===== src/rtl/sb_pkg.sv =====
// Sideband link shared definitions: packet width, idle-gap length, receive FSM states and packet type.
`default_nettype none

package sb_pkg;

  localparam int SB_PACKET_WIDTH = 64;
  localparam int SB_GAP_CYCLES   = 32;

  typedef enum logic [1:0] {
    SB_RX_IDLE  = 2'd0,
    SB_RX_SHIFT = 2'd1,
    SB_RX_GAP   = 2'd2
  } sb_rx_state_e;

  typedef logic [SB_PACKET_WIDTH-1:0] sb_packet_t;

endpackage

`default_nettype wire


===== src/rtl/sb_rx_out_stage.sv =====
// Single-entry valid/ready holding register for received sideband packets with overflow detection.
// Optional parity pulse on delivery when SB_RX_PARITY_CHECK_EN is defined.
`default_nettype none

module sb_rx_out_stage
  import sb_pkg::*;
(
  input  logic                       i_pll_clk,
  input  logic                       i_rst_n,
  input  logic                       i_load,
  input  logic [SB_PACKET_WIDTH-1:0] i_load_pkt,
  input  logic                       i_packet_ready,
  output logic [SB_PACKET_WIDTH-1:0] o_packet,
`ifdef SB_RX_PARITY_CHECK_EN
  output logic                       o_parity_err,
`endif
  output logic                       o_packet_valid,
  output logic                       o_overflow
);

  logic [SB_PACKET_WIDTH-1:0] packet_q, packet_d;
  logic                       valid_q, valid_d;
  logic                       overflow_q, overflow_d;
  logic                       accept;

  // The slot is reusable when empty or when its current occupant leaves this cycle.
  assign accept = i_load & (~valid_q | i_packet_ready);

  always_comb begin
    packet_d   = packet_q;
    valid_d    = valid_q;
    overflow_d = i_load & valid_q & ~i_packet_ready;
    if (accept) begin
      packet_d = i_load_pkt;
      valid_d  = 1'b1;
    end else if (valid_q && i_packet_ready) begin
      valid_d  = 1'b0;
    end
  end

  always_ff @(posedge i_pll_clk) begin
    if (!i_rst_n) begin
      packet_q   <= '0;
      valid_q    <= 1'b0;
      overflow_q <= 1'b0;
    end else begin
      packet_q   <= packet_d;
      valid_q    <= valid_d;
      overflow_q <= overflow_d;
    end
  end

  assign o_packet       = packet_q;
  assign o_packet_valid = valid_q;
  assign o_overflow     = overflow_q;

`ifdef SB_RX_PARITY_CHECK_EN
  logic parity_q, parity_d;

  assign parity_d = accept & (^i_load_pkt);

  always_ff @(posedge i_pll_clk) begin
    if (!i_rst_n) begin
      parity_q <= 1'b0;
    end else begin
      parity_q <= parity_d;
    end
  end

  assign o_parity_err = parity_q;
`endif

endmodule

`default_nettype wire


===== src/rtl/sb_rx_deserializer.sv =====
// Sideband receive deserializer: LSB-first 64-bit packet assembly with 64-on/32-off framing checks.
// Optional macro SB_RX_PARITY_CHECK_EN adds the o_parity_err output.
`default_nettype none

module sb_rx_deserializer
  import sb_pkg::*;
(
  input  logic                       i_pll_clk,
  input  logic                       i_rst_n,
  input  logic                       i_rx_valid,
  input  logic                       i_rx_data,
  input  logic                       i_packet_ready,
  output logic [SB_PACKET_WIDTH-1:0] o_packet,
  output logic                       o_packet_valid,
  output logic                       o_frame_err,
  output logic                       o_overflow,
`ifdef SB_RX_PARITY_CHECK_EN
  output logic                       o_parity_err,
`endif
  output logic                       o_rx_idle
);

  localparam logic [1:0] S_IDLE  = SB_RX_IDLE;
  localparam logic [1:0] S_SHIFT = SB_RX_SHIFT;
  localparam logic [1:0] S_GAP   = SB_RX_GAP;

  localparam logic [6:0] LAST_BIT = 7'(SB_PACKET_WIDTH - 1);
  localparam logic [5:0] GAP_LAST = 6'(SB_GAP_CYCLES - 1);

  logic [1:0]                 state_q, state_d;
  logic [6:0]                 bit_cnt_q, bit_cnt_d;
  logic [5:0]                 gap_cnt_q, gap_cnt_d;
  logic [SB_PACKET_WIDTH-1:0] shift_q, shift_d;
  logic                       frame_err_q, frame_err_d;
  logic                       complete;
  logic [SB_PACKET_WIDTH-1:0] complete_pkt;

  // The top bit of shift_q is never written, so the final bit can be ORed in directly.
  assign complete_pkt = {i_rx_data, {(SB_PACKET_WIDTH-1){1'b0}}} | shift_q;

  always_comb begin
    state_d     = state_q;
    bit_cnt_d   = bit_cnt_q;
    gap_cnt_d   = gap_cnt_q;
    shift_d     = shift_q;
    frame_err_d = 1'b0;
    complete    = 1'b0;
    case (state_q)
      S_IDLE: begin
        if (i_rx_valid) begin
          shift_d    = '0;
          shift_d[0] = i_rx_data;
          bit_cnt_d  = 7'd1;
          state_d    = S_SHIFT;
        end
      end
      S_SHIFT: begin
        if (i_rx_valid) begin
          if (bit_cnt_q == LAST_BIT) begin
            complete  = 1'b1;
            gap_cnt_d = '0;
            state_d   = S_GAP;
          end else begin
            shift_d[bit_cnt_q[5:0]] = i_rx_data;
            bit_cnt_d               = bit_cnt_q + 7'd1;
          end
        end else begin
          frame_err_d = 1'b1;
          shift_d     = '0;
          gap_cnt_d   = '0;
          state_d     = S_GAP;
        end
      end
      S_GAP: begin
        if (i_rx_valid) begin
          frame_err_d = 1'b1;
          shift_d     = '0;
          shift_d[0]  = i_rx_data;
          bit_cnt_d   = 7'd1;
          state_d     = S_SHIFT;
        end else begin
          gap_cnt_d = gap_cnt_q + 6'd1;
          if (gap_cnt_q == GAP_LAST) begin
            state_d = S_IDLE;
          end
        end
      end
      default: begin
        state_d = S_IDLE;
      end
    endcase
  end

  always_ff @(posedge i_pll_clk) begin
    if (!i_rst_n) begin
      state_q     <= S_IDLE;
      bit_cnt_q   <= '0;
      gap_cnt_q   <= '0;
      shift_q     <= '0;
      frame_err_q <= 1'b0;
    end else begin
      state_q     <= state_d;
      bit_cnt_q   <= bit_cnt_d;
      gap_cnt_q   <= gap_cnt_d;
      shift_q     <= shift_d;
      frame_err_q <= frame_err_d;
    end
  end

  assign o_frame_err = frame_err_q;
  assign o_rx_idle   = (state_q == S_IDLE);

  sb_rx_out_stage u_out_stage (
    .i_pll_clk      (i_pll_clk),
    .i_rst_n        (i_rst_n),
    .i_load         (complete),
    .i_load_pkt     (complete_pkt),
    .i_packet_ready (i_packet_ready),
    .o_packet       (o_packet),
`ifdef SB_RX_PARITY_CHECK_EN
    .o_parity_err   (o_parity_err),
`endif
    .o_packet_valid (o_packet_valid),
    .o_overflow     (o_overflow)
  );

endmodule

`default_nettype wire


===== config.mk =====
export PLATFORM = sky130hd
export DESIGN_NAME = sb_rx_deserializer
export DESIGN_NICKNAME = d
export VERILOG_FILES = /design/src/rtl/sb_pkg.sv /design/src/rtl/sb_rx_out_stage.sv /design/src/rtl/sb_rx_deserializer.sv
export SDC_FILE = /design/constraint.sdc
export NUM_CORES = 1
export LEC_CHECK = 0
export BUFFER_PORTS_ARGS = -buffer_cell sky130_fd_sc_hd__buf_2
export CAP_MARGIN = 25
export CELL_PAD_IN_SITES_DETAIL_PLACEMENT = 1
export CELL_PAD_IN_SITES_GLOBAL_PLACEMENT = 1
export CORE_UTILIZATION = 45
export CTS_CLUSTER_SIZE = 10
export DETAILED_ROUTE_END_ITERATION = 8
export HOLD_SLACK_MARGIN = 0.08
export PLACE_DENSITY = 0.86
export SYNTH_ARGS = -nofsm -noshare
export SYNTH_HDL_FRONTEND = slang
export SYNTH_SLANG_ARGS = --single-unit

===== constraint.sdc =====
create_clock -name i_pll_clk -period 5.1 [get_ports i_pll_clk]
set_input_delay 0.51 -clock i_pll_clk [delete_from_list [all_inputs] [get_ports i_pll_clk]]
set_output_delay 0.51 -clock i_pll_clk [all_outputs]
set_load 0.01 [all_outputs]

## Word-level counts from Yosys, hierarchy flattened

Cells that the tools add are included.
W data, S select, Z words.

| cells by class | value |
|---|---|
| add/sub/neg operators | 2 |
| magnitude comparators | 2 |
| eq/ne operators | 12 |
| muxes and demuxes | 29 |
| bitwise gates (word level) | 7 |
| reductions and logical operators | 11 |

Operator list:

| cell | number |
|---|---|
| $mux W64 | 3 |
| $pmux W64 S2 | 1 |
| $bwmux W64 | 1 |
| $or A64 B64 Y64 | 1 |
| $mux W7 | 3 |
| $mux W6 | 3 |
| $pmux W7 S2 | 1 |
| $pmux W6 S2 | 1 |
| $mux W2 | 5 |
| $ne A3 B3 Y1 const B | 3 |
| $reduce_and A3 Y1 | 3 |
| $mux W1 | 8 |
| $ne A2 B2 Y1 const B | 4 |
| $add A7 B1 Y7 const B | 1 |
| $eq A7 B6 Y1 const B | 1 |
| $lt A6 B7 Y1 const B | 1 |
| $add A6 B1 Y6 const B | 1 |
| $demux W1 S6 | 1 |
| $eq A6 B5 Y1 const B | 1 |
| $ge A6 B1 Y1 const B | 1 |
| $pmux W2 S3 | 1 |
| $reduce_bool A2 Y1 | 3 |
| $reduce_and A4 Y1 | 1 |
| $and A1 B1 Y1 | 3 |
| 9 further kinds | 11 |

| storage, ports and cells | value |
|---|---|
| bits in registers | 146 |
| input port bits | 5 |
| output and inout port bits | 68 |
| logic and storage cells | 71 |

## Logic depth before layout (Yosys ltp)

Gate-level depths: netlist of the first run.

| logic depth | value |
|---|---|
| depth after elaboration | 8 |
| mapped depth | 8 |
| gate-level depth less buffers | 6 |

## Modules after synthesis

From an unflattened synthesis of the first run, not the netlist that was laid out.

| unflattened totals | value |
|---|---|
| cell total of the unflattened synthesis | 767 |
| area total of the unflattened synthesis | 6740.2 µm² |

Modules (own cells, without submodules):

| module | times used | cells an instance | area each (µm²) | sequential area each (µm²) |
|---|---|---|---|---|
| sb_rx_deserializer | 1 | 484 | 4053.9 | 1601.5 |
| sb_rx_out_stage | 1 | 283 | 2686.3 | 1321.3 |

## Worst setup path before layout of the first run

OpenSTA, ideal clock, no wires.

| timing | value |
|---|---|
| kind | flip-flop to flip-flop |
| start point | register state_q[0] |
| end point | register shift_q[26] |
| setup time | 0.072 ns |
| data arrival time | 1.829 ns |
| data required time | 5.028 ns |
| path slack | 3.200 ns |
| cell stages (with the launch flop) | 9 |
| path buffers | 2 |
| period minus slack after synthesis | 1.900 ns |
| path through | dfxtp_1 -> inv_1 -> ha_1 -> or3b_2 -> buf_2 -> clkbuf_1 -> a21oi_1 -> o211ai_1 -> o21ai_1 |

| between the ends | value |
|---|---|
| longest elaborated chain between the ends | 4 |
| elaborated cells on any way between the ends | 9 |
| classes of those cells | eq/ne (4); mux (1); reduce/logical (4) |

RTL lines:

| what | line | RTL |
|---|---|---|
| from (decl) | sb_rx_deserializer.sv:30 | `logic [1:0] state_q, state_d;` |
| from (signal assigned) | sb_rx_deserializer.sv:102 | `state_q <= state_d;` |
| $logic_not A2 Y1 (*) | - |  |
| net o_rx_idle | sb_rx_deserializer.sv:20 | `output logic o_rx_idle` |
| $reduce_or A2 Y1 (no source line) (*) | - |  |
| $ne A2 B1 Y1 (no source line) / $reduce_bool A2 Y1 (equally long branches) | - |  |
| $reduce_and A3 Y1 (no source line) | - |  |
| to (signal assigned) | sb_rx_deserializer.sv:105 | `shift_q <= shift_d;` |
| to (decl) | sb_rx_deserializer.sv:33 | `logic [SB_PACKET_WIDTH-1:0] shift_q, shift_d;` |

Mark *: on every way through the listed nets, which the timed path passes. The rest lies on a longest branch.
A chain may end at the register's enable or synchronous reset.

## Worst setup path after layout of the first run

| timing | value |
|---|---|
| start point | register bit_cnt_q[0] |
| end point | register u_out_stage.packet_q[10] (netlist: u_out_stage.o_packet[10]) |

| between the ends | value |
|---|---|
| longest elaborated chain between the ends | 5 |

RTL lines:

| what | line | RTL |
|---|---|---|
| from (decl) | sb_rx_deserializer.sv:31 | `logic [6:0] bit_cnt_q, bit_cnt_d;` |
| from (signal assigned) | sb_rx_deserializer.sv:103 | `bit_cnt_q <= bit_cnt_d;` |
| $eq A7 B6 Y1 | sb_rx_deserializer.sv:59 | `if (bit_cnt_q == LAST_BIT) begin` |
| $mux W1 | sb_rx_deserializer.sv:59 |  |
| $mux W1 | sb_rx_deserializer.sv:58 | `if (i_rx_valid) begin` |
| $mux W1 | sb_rx_deserializer.sv:48 | `case (state_q)` |
| $and A1 B1 Y1 | sb_rx_out_stage.sv:27 | `assign accept = i_load & (~valid_q \| i_packet_ready);` |
| to (signal assigned) | sb_rx_out_stage.sv:47 | `packet_q <= packet_d;` |
| to (decl) | sb_rx_out_stage.sv:21 | `logic [SB_PACKET_WIDTH-1:0] packet_q, packet_d;` |

Every way passes these cells.

==> flow_summary.json, run 1 <==
{
  "status": "finished clean",
  "critical_path_required_ns": 5.37,
  "die_h_um": 120,
  "power_density_nw_per_um2": 403,
  "yosysSeqAreaShare_pct": 46.7,
  "ant_nets": 0,
  "p_sw_mw": 0.805,
  "cells_taking_the_most_area_after_synthesis": "sky130_fd_sc_hd__dfxtp_1, sky130_fd_sc_hd__mux2i_1, sky130_fd_sc_hd__o211ai_1, sky130_fd_sc_hd__a21oi_1, sky130_fd_sc_hd__o21ai_0",
  "max-clock-path-buffers": 2,
  "cp_slowest_stage_delay_ns": 0.77,
  "slew_violations": 0,
  "worst_min_delay_path_startpoint": "i_rx_data",
  "routed-via-count": 5647,
  "detailed_place.area_um2": 6650,
  "static-leakage-power_nw": 2.71,
  "hold_slack_ns": 0.446,
  "finalSetupTns_ns": 0,
  "path_delay_family": "flip-flops",
  "clock_tree_from_tritoncts": "done",
  "finalInstanceArea_um2": 7290,
  "design.die.area_um2": 14400,
  "setup.worst_path.start_class": "flip-flop",
  "port_buffers": 72,
  "synth.avg_cell_area_um2": 9.07,
  "final_min_period_over_clock_period_pct": 55.1,
  "r2r-start": "bit_cnt_q[0]",
  "clock_buffer_count_from_cts": 17,
  "avgViaCountPerCell": 6.15,
  "fp.coreArea_um2": 13400,
  "synth-main-ff-cell": "sky130_fd_sc_hd__dfxtp_1",
  "number_of_antenna_violations_at_the_first_check_in_global_routing": 0,
  "final_net_count": 741,
  "wl_per_cell_um": 21.1,
  "clock_power_share_pct": 45.8,
  "grt_start_max_net_pins": 83,
  "synthDominantAreaCellType": "sky130_fd_sc_hd__dfxtp_1",
  "crit_type": "reg -> reg",
  "path_clk_slew_ns": 0.06,
  "synthDominantCellAreaShare_pct": 46.7,
  "sequence_of_cells_on_the_critical_path": "ha_1 > nand4b_1 > nor3b_2 > buf_4 > mux2i_1 > nor2_1",
  "post_synth_inst_count": 690,
  "internal_power_mw": 2.13,
  "die_width_um": 120,
  "crit_path_max_fanout": 43,
  "async_flop_share_pct": 0,
  "timing.final.setup_violations": 0,
  "drt_iter0_drc": 436,
  "cts-resized-gates": 0,
  "arrival_ns": 3.08,
  "synth_edf_count": 0,
  "vias_in_the_first_global_route": 5780,
  "yosysWarnings": 0,
  "clk_root_buffer_cell": "sky130_fd_sc_hd__clkbuf_16",
  "h-tree-depth": 4,
  "power.ir.vdd_worst_v": 0.000271,
  "end_kind": "flip-flop",
  "combPwrFrac_pct": 14.0,
  "clock-skew-final_ns": 0.00541,
  "cap_violations": 0,
  "yosys.cell_types.count": 50,
  "wirelength_um": 19400,
  "cts_hold_buf": 0,
  "antenna-diode-count": 0,
  "initial_core_util_pct": 46.7,
  "globalRouteTotalUtil_pct": 27.7,
  "crit_start": "bit_cnt_q[0]",
  "fmax_ghz": 0.356,
  "netSwitchingFraction_pct": 27.4,
  "cp_num_buf_inv": 1,
  "place_hpwl_um": 11800,
  "final_util_pct": 54.4,
  "overflow_left_after_global_routing": 0,
  "placement_rows": 42,
  "max-slew-margin-rel_pct": 32.5,
  "areaGrowthSynthToFinish_pct": 16.4,
  "drcViolationCount": 0,
  "drive_gt1_share_pct": 17.5,
  "share_of_power_burned_in_registers_pct": 40.2,
  "crit_slowest_cell": "sky130_fd_sc_hd__dfxtp_1",
  "clock_sink_count": 146,
  "rsz0062_at_grt": "no",
  "globalplace.congestion": 0.808,
  "cts_setup_buffers": 0,
  "tightestPinTransition_ns": 1.00,
  "timing_hold_violations_final": 0,
  "total_power_mw": 2.94,
  "postSynthRegisterBits": 146,
  "clk-insertion-delay-late_ns": 0.42,
  "worst_hold_path_type": "in -> reg",
  "boundaryPins": 73,
  "drt-pass1-iter-count": 5,
  "layout_min_cycle_time_ns": 2.81,
  "synthesis.nets": 702,
  "mappedNetlistArea_um2": 6260,
  "wire_length_of_the_first_global_routing_pass_um": 30900
}
worst register-to-register path, stage by stage, from the launching register on:
cell and delay (ns):
sky130_fd_sc_hd__dfxtp_1 0.77, sky130_fd_sc_hd__ha_1 0.37, sky130_fd_sc_hd__nand4b_1 0.18, sky130_fd_sc_hd__nor3b_2 0.27
sky130_fd_sc_hd__buf_4 0.62, sky130_fd_sc_hd__mux2i_1 0.38, sky130_fd_sc_hd__nor2_1 0.07
state kept, by name, indices dropped and copies added (netlist names):
signal	cells
bit_cnt_q	7
gap_cnt_q	6
o_frame_err	1
shift_q	64
state_q	2
u_out_stage.o_overflow	1
u_out_stage.o_packet	64
u_out_stage.o_packet_valid	1
layer usage:
metal / GRT usage (%) / wire length (µm) / up-vias
met5: 0 / 0 / -
met4: 13.0 / 501 / 0
met1: 33.4 / 8260 / 2800
li1: - / - / 2598
met2: 46.4 / 9500 / 199
met3: 6.27 / 1110 / 50
worst paths after layout:
path | depth (start not counted) | endpoint | slack [ns]
worst max-delay path | 6 | u_out_stage.o_packet[10] | 2.29
worst min-delay path | 3 | u_out_stage.o_packet[63] | 0.45
worst max register to register | 6 | u_out_stage.o_packet[10] | 2.29
worst min register to register | 2 | u_out_stage.o_packet[11] | 0.49
per-stage QoR:
stage	setup WS, ns	cells
2_1_floorplan	3.20	690
3_3_place_gp	2.61	886
3_5_place_dp	2.39	886
4_1_cts	2.33	918
5_1_grt	2.12	918
6_report	2.29	918
cell type report:
type / count / area, µm²
clock buffers: 23 / 488
well taps: 176 / 220
clock inverters: 9 / 151
fillers: 1589 / 6110
repair buffers: 81 / 428
inverters: 5 / 18.8
multi-input cells: 478 / 3060
flip-flops and latches: 146 / 2920
power groups by stage:
stage	clock (mW)	sequential [mW]	combinational, mW
6_report	1.34	1.18	0.412
3_3_place_gp	0	1.20	0.370
5_1_grt	1.40	1.18	0.448
4_1_cts	1.36	1.18	0.405
3_5_place_dp	0	1.20	0.394
2_1_floorplan	0	1.19	0.311
kinds of logic (layout without fill, tap and decap cells):
family	count (synthesis)	in the layout	synth area share, %
buffers and inverters	66	118	4.60
AND/OR/NAND/NOR	170	170	14.7
AO/OA/AOI/OAI	236	236	22.2
adder cells (fa/ha/maj)	7	7	1.40
XOR/XNOR	1	1	0.140
flip-flops	146	146	46.7
multiplexers	64	64	10.2
Yosys cell counts, types with 4 or more instances:
cell type and instances:
sky130_fd_sc_hd__dfxtp_1 146, sky130_fd_sc_hd__a21oi_1 83, sky130_fd_sc_hd__nor2_1 75, sky130_fd_sc_hd__mux2i_1 64, sky130_fd_sc_hd__o211ai_1 59, sky130_fd_sc_hd__o21ai_0 59
sky130_fd_sc_hd__clkbuf_1 41, sky130_fd_sc_hd__nand2_1 23, sky130_fd_sc_hd__nand3_1 18, sky130_fd_sc_hd__o21ai_1 14, sky130_fd_sc_hd__buf_2 11, sky130_fd_sc_hd__ha_1 7
sky130_fd_sc_hd__and4bb_2 6, sky130_fd_sc_hd__buf_4 5, sky130_fd_sc_hd__inv_1 5, sky130_fd_sc_hd__nor2b_1 5, sky130_fd_sc_hd__nor4b_2 5, sky130_fd_sc_hd__a31oi_1 4
sky130_fd_sc_hd__and3_1 4, sky130_fd_sc_hd__and4b_1 4, sky130_fd_sc_hd__nand2b_1 4, sky130_fd_sc_hd__nand4_1 4
layout by cell type (no fill, tap or decap), drive strengths merged, types with 3 or more instances in the layout:
cell	Yosys	routed
nand2b	4	4
nor4b	5	5
mux2i	64	64
and4b	4	4
nand4	4	4
o41ai	3	3
inv	5	5
clkinv	0	4
nand3b	3	3
and3	4	4
a21oi	83	83
nor2	75	75
o21ai	73	73
buf	20	81
o311ai	3	3
and4bb	6	6
or3	3	3
nor2b	5	5
nand3	18	18
clkbuf	41	23
bufinv	0	4
a31oi	4	4
nand2	23	23
dfxtp	146	146
ha	7	7
o211ai	59	59
Note: power is estimated with default switching activity, not from simulation.
==> inputs of run 2 (changes only) <==
CORE_UTILIZATION = 44   (was 45)
PLACE_DENSITY = 0.85   (was 0.86)
clock period = 2.7 ns   (was 5.1 ns; I/O delays follow)
==> run 2 against run 1 <==
Effect of this change: clock skew is 0.0036 ns higher; utilization down 1.8 points; clock-buffer cell count is 2 higher; critical endpoint is now shift_q[38]; largest cell class unchanged.
==> flow_summary.json, run 2 (synthesized netlist as in run 1, its figures left out) <==
{
  "status": "finished clean",
  "p_sw_mw": 1.50,
  "slew_violations": 0,
  "port_buffers": 72,
  "route.met2.wl_um": 9520,
  "timing.final.setup_violations": 0,
  "routed-via-count": 5708,
  "final_cell_mix": "sky130_fd_sc_hd__dfxtp_1, sky130_fd_sc_hd__a21oi_1, sky130_fd_sc_hd__nor2_1",
  "combPwrFrac_pct": 16.0,
  "worstHoldEndpoint": "u_out_stage.o_overflow",
  "initial_core_util_pct": 45.1,
  "wl_met1_um": 8120,
  "mostFrequentLayoutCell": "sky130_fd_sc_hd__dfxtp_1",
  "avgViaCountPerCell": 6.14,
  "static-leakage-power_nw": 2.72,
  "rr_endpoint": "shift_q[38]",
  "drt_iter0_drc": 468,
  "cp_num_buf_inv": 2,
  "max-clock-path-buffers": 2,
  "internal_power_mw": 3.81,
  "antenna-diode-count": 0,
  "fp.coreArea_um2": 13900,
  "drcViolationCount": 0,
  "setup.worst_path.start_class": "flip-flop",
  "die_width_um": 121,
  "rsz0062_at_grt": "no",
  "clock_sink_count": 146,
  "overflow_left_after_global_routing": 0,
  "number_of_antenna_violations_at_the_first_check_in_global_routing": 0,
  "r2r-start": "state_q[0]",
  "clock_tree_from_tritoncts": "done",
  "timing_hold_violations_final": 0,
  "met3WireLength_um": 1220,
  "cts_setup_buffers": 0,
  "die_h_um": 121,
  "fmax_ghz": 0.424,
  "critical_path_required_ns": 3.03,
  "rrSetupSlack_ns": 0.34,
  "netSwitchingFraction_pct": 28.3,
  "tightestPinTransition_ns": 0.893,
  "cp_slowest_stage_delay_ns": 0.51,
  "cts_hold_buf": 0,
  "boundaryPins": 73,
  "placement_rows": 43,
  "place_hpwl_um": 11900,
  "drt-pass1-iter-count": 5,
  "clock-skew-final_ns": 0.00896,
  "finalSetupTns_ns": 0,
  "clock_power_share_pct": 42.6,
  "final_util_pct": 52.6,
  "worst_r2r_path_depth": 7,
  "drive_gt1_share_pct": 17.6,
  "design.die.area_um2": 14700,
  "path_delay_family": "simple AND/OR/NAND/NOR gates",
  "worstHoldPathCells": 3,
  "globalplace.congestion": 0.836,
  "final_min_period_over_clock_period_pct": 87.3,
  "ant_nets": 0,
  "layout_min_cycle_time_ns": 2.36,
  "worst_min_delay_path_startpoint": "i_packet_ready",
  "total_power_mw": 5.31,
  "share_of_power_burned_in_registers_pct": 41.4,
  "clock_buffer_count_from_cts": 17,
  "crit_slowest_cell": "sky130_fd_sc_hd__or3b_2",
  "final_net_count": 749,
  "arrival_ns": 2.68,
  "clk_root_buffer_cell": "sky130_fd_sc_hd__clkbuf_16",
  "end_kind": "flip-flop",
  "power_density_nw_per_um2": 728,
  "wire_length_of_the_first_global_routing_pass_um": 31400,
  "fillers": 1617,
  "globalRouteTotalUtil_pct": 27.9,
  "cts-resized-gates": 0,
  "h-tree-depth": 4,
  "routed.top_layer": "met4",
  "cap_violations": 0,
  "grt_start_max_net_pins": 83,
  "sequence_of_cells_on_the_critical_path": "inv_1 > ha_1 > or3b_2 > buf_4 > a21oi_1 > o211ai_1 > o21ai_0",
  "wirelength_um": 19400,
  "vias_in_the_first_global_route": 5824,
  "crit_type": "reg -> reg",
  "worst_hold_path_type": "in -> reg",
  "path_clk_slew_ns": 0.06,
  "areaGrowthSynthToFinish_pct": 16.6,
  "power.ir.vdd_worst_v": 0.000416,
  "wl_per_cell_um": 20.9,
  "crit_path_max_fanout": 63,
  "max-slew-margin-rel_pct": 40.5,
  "clk-insertion-delay-late_ns": 0.43
}
run 2: changes by cell type in the layout (fill, tap and decap cells not counted), sizes merged:
cell      change
buf           +8
clkbuf        +2
bufinv        -2
clkinvlp      -1
run 2: power by group through the flow:
stage	registers [mW]	clock network [mW]	logic [mW]
2_1_floorplan	2.24	0	0.588
3_3_place_gp	2.24	0	0.766
3_5_place_dp	2.25	0	0.810
4_1_cts	2.20	2.29	0.837
5_1_grt	2.20	2.38	0.929
6_report	2.20	2.26	0.852
run 2: routing by layer:
layer | vias up | global-route usage [%]
met2 | 225 | 45.8
li1 | 2618 | -
met4 | 0 | 13.5
met1 | 2811 | 33.8
met5 | - | 0
met3 | 54 | 6.77
run 2: layout make-up:
class / count / area, µm² / area share, %
well taps: 180 / 225 / 3.08
clock inverters: 6 / 80.1 / 1.10
inverters: 5 / 18.8 / 0.257
multi-input cells: 478 / 3060 / 41.8
repair buffers: 89 / 526 / 7.20
flip-flops and latches: 146 / 2920 / 40.0
clock buffers: 25 / 475 / 6.51
run 2: stage by stage:
stage               cells  instance area (µm²)  hold slack, ns  worst slack (ns)
floorplan             690                 6260           0.452             0.800
global placement      898                 6750           0.463             0.572
detailed placement    898                 6750           0.481             0.442
CTS                   929                 7300           0.180             0.377
global route          929                 7300           0.204             0.195
finish                929                 7300           0.180             0.343
run 2: worst max path at each step:
stage | start | slack (ns) | cells after the start | to
finish | state_q[0] | 0.34 | 7 | shift_q[38]
global route | state_q[0] | 0.19 | 7 | shift_q[63]
CTS | state_q[0] | 0.38 | 7 | shift_q[62]
detailed placement | state_q[0] | 0.44 | 7 | shift_q[58]
global placement | state_q[0] | 0.57 | 7 | shift_q[60]
floorplan | state_q[0] | 0.80 | 8 | shift_q[26]
run 2: worst register-to-register path: stages, from the launching register on:
cell	delay, ns
sky130_fd_sc_hd__dfxtp_1	0.44
sky130_fd_sc_hd__inv_1	0.10
sky130_fd_sc_hd__ha_1	0.33
sky130_fd_sc_hd__or3b_2	0.51
sky130_fd_sc_hd__buf_4	0.33
sky130_fd_sc_hd__a21oi_1	0.25
sky130_fd_sc_hd__o211ai_1	0.13
sky130_fd_sc_hd__o21ai_0	0.17
